===== src/rtl/spwm_phase_sequencer_if.sv =====
// rtl/spwm_phase_sequencer_if.sv - comparison-value table port between sequencer and table
interface spwm_phase_sequencer_if;
  logic        rom_en;
  logic [15:0] rom_addr;
  logic [3:0]  val1;
  logic [3:0]  val2;
  logic [3:0]  val3;

  modport master (output rom_en, rom_addr, input val1, val2, val3);
  modport slave  (input rom_en, rom_addr, output val1, val2, val3);
endinterface


===== src/rtl/spwm_phase_sequencer.sv =====
// rtl/spwm_phase_sequencer.sv - three-phase sine-PWM sequencer with triangular carrier and dead time
module spwm_phase_sequencer #(
  parameter int ACC_WIDTH   = 24,
  parameter int DEAD_CYCLES = 2
) (
  input  logic                 clk,
  input  logic                 rst,
  input  logic                 en,
  input  logic [ACC_WIDTH-1:0] fcw,
  input  logic                 fcw_load,
  spwm_phase_sequencer_if.master rom,
  output logic [2:0]           pwm_hi,
  output logic [2:0]           pwm_lo,
  output logic                 sync,
  output logic                 running
);

  typedef enum logic {IDLE, RUN} ctl_t;
  typedef enum logic [1:0] {LOW_ON, DEAD_TO_HI, HI_ON, DEAD_TO_LO} phase_t;

  localparam logic [3:0] DEAD_INIT = 4'(DEAD_CYCLES - 1);

  ctl_t                 ctl_state;
  logic [3:0]           carrier;
  logic                 down;
  logic [ACC_WIDTH-1:0] acc;
  logic [ACC_WIDTH-1:0] fcw_shadow;
  logic [ACC_WIDTH-1:0] fcw_active;
  logic                 load_pending;
  logic [15:0]          addr;
  logic [3:0]           ref_val [3];
  logic [3:0]           val     [3];
  phase_t               ph      [3];
  phase_t               ph_next [3];
  logic [3:0]           cnt     [3];
  logic [3:0]           cnt_next[3];
  logic [2:0]           raw;
  logic                 period_start;
  logic                 advance;
  logic [ACC_WIDTH-1:0] acc_next;

  assign running      = (ctl_state == RUN);
  assign period_start = running && (carrier == 4'd0);
  assign sync         = period_start;
  assign advance      = running && en;
  assign rom.rom_en   = running;
  assign rom.rom_addr = addr;
  assign val[0]       = rom.val1;
  assign val[1]       = rom.val2;
  assign val[2]       = rom.val3;

  // A pending load takes effect on the very increment that applies it.
  assign acc_next = acc + (load_pending ? fcw_shadow : fcw_active);

  always_comb begin
    for (int i = 0; i < 3; i++) begin
      raw[i]      = (ref_val[i] > carrier);
      ph_next[i]  = ph[i];
      cnt_next[i] = cnt[i];
      if (!advance) begin
        ph_next[i]  = LOW_ON;
        cnt_next[i] = 4'd0;
      end else begin
        case (ph[i])
          LOW_ON: if (raw[i]) begin
            ph_next[i]  = DEAD_TO_HI;
            cnt_next[i] = DEAD_INIT;
          end
          DEAD_TO_HI:
            if (!raw[i])            ph_next[i]  = LOW_ON;
            else if (cnt[i] == 4'd0) ph_next[i] = HI_ON;
            else                    cnt_next[i] = cnt[i] - 4'd1;
          HI_ON: if (!raw[i]) begin
            ph_next[i]  = DEAD_TO_LO;
            cnt_next[i] = DEAD_INIT;
          end
          DEAD_TO_LO:
            if (raw[i])             ph_next[i]  = HI_ON;
            else if (cnt[i] == 4'd0) ph_next[i] = LOW_ON;
            else                    cnt_next[i] = cnt[i] - 4'd1;
          default: ph_next[i] = LOW_ON;
        endcase
      end
    end
  end

  always_ff @(posedge clk or posedge rst) begin
    if (rst) begin
      ctl_state    <= IDLE;
      carrier      <= 4'd0;
      down         <= 1'b0;
      acc          <= '0;
      fcw_shadow   <= '0;
      fcw_active   <= '0;
      load_pending <= 1'b0;
      addr         <= 16'd0;
      pwm_hi       <= 3'b000;
      pwm_lo       <= 3'b000;
      for (int i = 0; i < 3; i++) begin
        ref_val[i] <= 4'd0;
        ph[i]      <= LOW_ON;
        cnt[i]     <= 4'd0;
      end
    end else begin
      ctl_state <= en ? RUN : IDLE;

      if (advance) begin
        if (!down) begin
          if (carrier == 4'd15) begin
            carrier <= 4'd14;
            down    <= 1'b1;
          end else begin
            carrier <= carrier + 4'd1;
          end
        end else begin
          carrier <= carrier - 4'd1;
          if (carrier == 4'd1) down <= 1'b0;
        end
      end else begin
        carrier <= 4'd0;
        down    <= 1'b0;
      end

      if (period_start) begin
        acc  <= acc_next;
        addr <= acc_next[ACC_WIDTH-1 -: 16];
        if (load_pending) fcw_active <= fcw_shadow;
      end

      // A load on a period-start cycle must survive that boundary's clear.
      if (fcw_load) begin
        fcw_shadow   <= fcw;
        load_pending <= 1'b1;
      end else if (period_start) begin
        load_pending <= 1'b0;
      end

      if (running && carrier == 4'd15 && !down) begin
        for (int i = 0; i < 3; i++) ref_val[i] <= val[i];
      end

      for (int i = 0; i < 3; i++) begin
        ph[i]     <= ph_next[i];
        cnt[i]    <= cnt_next[i];
        pwm_hi[i] <= en && (ph_next[i] == HI_ON);
        pwm_lo[i] <= en && (ph_next[i] == LOW_ON);
      end
    end
  end

endmodule

===== src/flat_wrapper.sv =====
// flat-port wrapper written by rule: the top's interface ports become plain ports
module spwm_phase_sequencer_flat 
#(
  parameter int ACC_WIDTH   = 24,
  parameter int DEAD_CYCLES = 2
)
  (clk, rst, en, fcw, fcw_load, pwm_hi, pwm_lo, sync, running, rom_rom_en, rom_rom_addr, rom_val1, rom_val2, rom_val3);
  spwm_phase_sequencer_if rom_i ();
  input  logic clk;
  input  logic rst;
  input  logic en;
  input  logic [ACC_WIDTH-1:0] fcw;
  input  logic fcw_load;
  output logic [2:0] pwm_hi;
  output logic [2:0] pwm_lo;
  output logic sync;
  output logic running;
  output wire logic [$bits(rom_i.rom_en)-1:0] rom_rom_en;
  output wire logic [$bits(rom_i.rom_addr)-1:0] rom_rom_addr;
  input wire logic [$bits(rom_i.val1)-1:0] rom_val1;
  input wire logic [$bits(rom_i.val2)-1:0] rom_val2;
  input wire logic [$bits(rom_i.val3)-1:0] rom_val3;
  assign rom_rom_en = rom_i.rom_en;
  assign rom_rom_addr = rom_i.rom_addr;
  assign rom_i.val1 = rom_val1;
  assign rom_i.val2 = rom_val2;
  assign rom_i.val3 = rom_val3;
  spwm_phase_sequencer #(.ACC_WIDTH(ACC_WIDTH), .DEAD_CYCLES(DEAD_CYCLES)) u_core (.clk(clk), .rst(rst), .en(en), .fcw(fcw), .fcw_load(fcw_load), .rom(rom_i), .pwm_hi(pwm_hi), .pwm_lo(pwm_lo), .sync(sync), .running(running));
endmodule

===== config.mk =====
export PLATFORM = sky130hd
export DESIGN_NAME = spwm_phase_sequencer_flat
export DESIGN_NICKNAME = d
export VERILOG_FILES = /design/src/rtl/spwm_phase_sequencer_if.sv /design/src/rtl/spwm_phase_sequencer.sv /design/src/flat_wrapper.sv
export SDC_FILE = /design/constraint.sdc
export NUM_CORES = 1
export LEC_CHECK = 0
export BUFFER_PORTS_ARGS = -buffer_cell sky130_fd_sc_hd__buf_2
export CAP_MARGIN = 30
export CORE_ASPECT_RATIO = 0.7
export CORE_MARGIN = 3
export CORE_UTILIZATION = 60
export CTS_CLUSTER_DIAMETER = 40
export CTS_CLUSTER_SIZE = 20
export DETAILED_ROUTE_END_ITERATION = 10
export PLACE_DENSITY = 0.88
export SLEW_MARGIN = 15
export SYNTH_ARGS = -nofsm -noshare
export SYNTH_HDL_FRONTEND = slang
export SYNTH_SLANG_ARGS = --single-unit

===== constraint.sdc =====
create_clock -name clk -period 9.6 [get_ports clk]
set_input_delay 0.48 -clock clk [delete_from_list [all_inputs] [get_ports clk]]
set_output_delay 0.48 -clock clk [all_outputs]
set_load 0.05 [all_outputs]

==> impl_results.md <==
* Crit Path Class: flop to primary output
* # resized after CTS at 0
* Syn_nets at 738
* Setup Slack @ Placement at ~6.4 ns
* Row count at 31
* CTS buffer count at 17
* Dpl cell area at just under 0.007 mm²
* Largest net degree at the start of global routing at between 70 and 80
* Skew final at roughly 0.0073 ns
* Area Growth Syn to Fin at 14.75%
* Post-route DRC at 0
* Synthesized flop and latch total at ~120
* Period Utilization, post-route at between 30% and 40%
* IO Pins at 65
* Global route overflow at 0
* Post-CTS Setup Inserts at 0
* Synth cell types at between 50 and 60
* Syn Inst Count at 652
* Clock transition at the registers of the reported paths at 0.06 ns
* Total Neg Setup Slack at 0 ns
* Final Hold Viols at 0
* Initial DRC Count at 398
* Maximum vdd drop at 154.0 µV
* Worst slew pin tran at approximately 0.77 ns
* Global placement routability congestion at just over 0.9
* Setup violators final at 0
* RSZ-0062 raised after global routing: false
* Core area at between 0.01 and 0.015 mm²
* Slew Viols, Final at 0
* Clk_lat worst skew at ~0.42 ns
* CTS hold repair buffers at 0
* WL final at 14750 µm
* Clock power frac at between 30 and 40%
* GRT Total Usage at between 20% and 30%
* Slew margin rel. at around half
* Part of the power in registers at approximately 31%
* Critical path, cell by cell: inv_1, ha_1, nand3_2, buf_4, inv_1, buf_4, buf_2
* Starting Density at between 60 and 70%
* GRT busiest layer: met2
* WP buf/inv at 5
* Diode count at 0
* Wire length per cell at approximately 18 µm
* Post-synth ARST share at between 90% and 100%
* CP Capture Type: primary output
* Post-Syn Area at between 0.006 and 0.007 mm²
* Critical Path AT at 3.09 ns
* Combinational share of power at around 38%
* First-pass GRT wire length at ~25000 µm
* Final instance area at 0.007466 mm²
* DP HPWL at about 10000 µm
* Most used flip-flop cell after synthesis: dfrtp_1
* Yosys top cell area share at 44.23%
* Syn avg cell area at around 10 µm²
* Top Family by Delay on Critical Path: buffers and inverters
* P_int at between 1 and 1.5 mW
* Global routing usage on met2 at between 30 and 40%
* Power per Cell Area at about 280 mW/mm²
* Switching Fraction at a little under two fifths
* CP Data Required Time at 9.12 ns
* GR Util met3 at 7.135%
* Die ar. at 0.01215 mm²
* Number of iterations in the first detailed-routing pass at 7
* Critical Path Max Stage Delay at about 0.55 ns
* Sw Pwr at slightly above 0.8 mW
* Initial antenna violation count at 0
* Via count at between 5000 and 6000
* CTS Buffer Depth at 2
* Kind of start point of the critical path: flop
* Outcome: finished, final reports clean
* Final #Nets at approximately 780
* Die Span Y at just over 90 µm
* Commonest non-fill, non-tap cell in the layout: nand2_1
* Port-buffer cells at 64
* CTS root buffer: clkbuf_16
* Final WS setup at 6.026 ns
* Clock tree sinks at around 120
* Via density at 6.014
* Vias in the first global route at roughly 5200
* Post-synth EDFFs at 0
* HP Class: input port to async pin
* Slowest stage cell, crit path: dfrtp_1
* Die width at between 100 and 150 µm
* Post-synth top area cell: dfrtp_1
* Largest cells by area after synthesis: dfrtp_1 (44%), mux2_2 (11%), ha_1 (8.7%)
* Crit Path Max Fanout at 74
* Share of cells above drive strength 1 at between 20% and 30%
* Seq/Total Area, Yosys at 44.23%
* Yosys warns at 0
* # H-tree levels at 4
* P_leak at 3.468 nW
* Max Cap Viol at 0
* Final Critical Period at approximately 3.6 ns
* CTS tree: built
* Routing usage on met1 at 35.62%
* FMAX at approximately 0.28 GHz
* Routed Antenna Nets at 0
* Leading cell types in the layout, fill and taps excluded: nand2_1 (118), dfrtp_1 (115), buf_2 (64)
## final timing paths
path,startpoint,to,slack (ns),cells after the start
min,rst,u_core.ref_val[0]$_DFFE_PP0P_,0.05,2
max in group asynchronous,rst,u_core.rom.rom_addr[5]$_DFFE_PP0P_,8.46,4
max,u_core.carrier[0]$_DFF_PP0_,sync,6.03,7
max reg2reg,u_core.load_pending$_DFFE_PP0P_,u_core.rom.rom_addr[11]$_DFFE_PP0P_,6.18,10
min reg2reg,u_core.fcw_active[3]$_DFFE_PP0P_,u_core.fcw_active[3]$_DFFE_PP0P_,0.48,2
min in group clk,en,u_core.rom.rom_en$_DFF_PP0_,0.20,1
## worst register-to-register path, cell delays in order (launching register included)
cell      delay [ns]
dfrtp_1         0.60
buf_4           0.37
mux2_2          0.40
ha_1            0.35
a21oi_1         0.34
nor2_1          0.11
a211oi_1        0.35
a21oi_1         0.15
nor3_1          0.32
xor2_1          0.18
o21ai_0         0.09
## through the flow
step                total power, mW  instances  hold WS [ns]  utilization, %
global placement              1.374        809        0.4529           64.95
floorplan                     1.283        652        0.4418               -
global route                  2.228        842       0.08303           71.29
CTS                           2.108        842       0.06426           71.29
finish                        2.116        842       0.05378           71.29
detailed placement            1.413        810        0.4592           65.21
## area by class of cell
cell class                      count  area [µm²]
Clock inverter                     12       180.2
Inverter                           25       96.34
Timing Repair Buffer               69       377.9
Fill cell                         728        3007
Tap cell                          132       165.2
Multi-Input combinational cell    469        3312
Clock buffer                       20       456.7
Sequential cell                   115        2878
## routing by layer
metal | share of wire (%) | up-vias | wire length (µm)
li1 | - | 2385 | -
met1 | 45 | 2436 | 6593
met2 | 46 | 214 | 6831
met3 | 7.0 | 29 | 1034
met4 | 2.0 | 0 | 289
met5 | 0 | - | 0
## registers in the layout, indices dropped and copies added (netlist names)
signal and cells:
u_core.pwm_lo 3, u_core.ph 6, u_core.carrier 4, u_core.acc 8, u_core.fcw_active 24, u_core.cnt 12
u_core.ref_val 12, u_core.rom.rom_addr 16, u_core.down 1, u_core.pwm_hi 3, u_core.rom.rom_en 1, u_core.fcw_shadow 24
u_core.load_pending 1
## power groups by stage
stage | combinational, mW | sequential, mW | clock, mW
final | 0.793 | 0.645 | 0.679
after CTS | 0.782 | 0.644 | 0.682
after global placement | 0.730 | 0.644 | 0
after global routing | 0.864 | 0.655 | 0.709
after detailed placement | 0.763 | 0.650 | 0
after floorplan | 0.652 | 0.632 | 0
## cell usage after synthesis, drive strengths merged (15+ instances only)
cell / n
a21oi: 30
buf: 23
clkbuf: 20
dfrtp: 115
ha: 45
inv: 25
mux2: 63
nand2: 118
nand3: 15
nor2: 15
nor3: 20
o21ai: 35
xnor2: 16
## logic make-up after synthesis
kind of cell               after synthesis  synth area share (%)
DFF                                    115                 44.23
and+or+nand+nor                        211                 15.25
buffers and inverters                   68                 4.942
muxes                                   64                 11.06
adders and majority gates               46                 8.962
AOI/OAI and AO/OA                      124                 12.33
xor gates and xnor gates                24                 3.231
No activity file was read; power rests on OpenSTA's default activity.
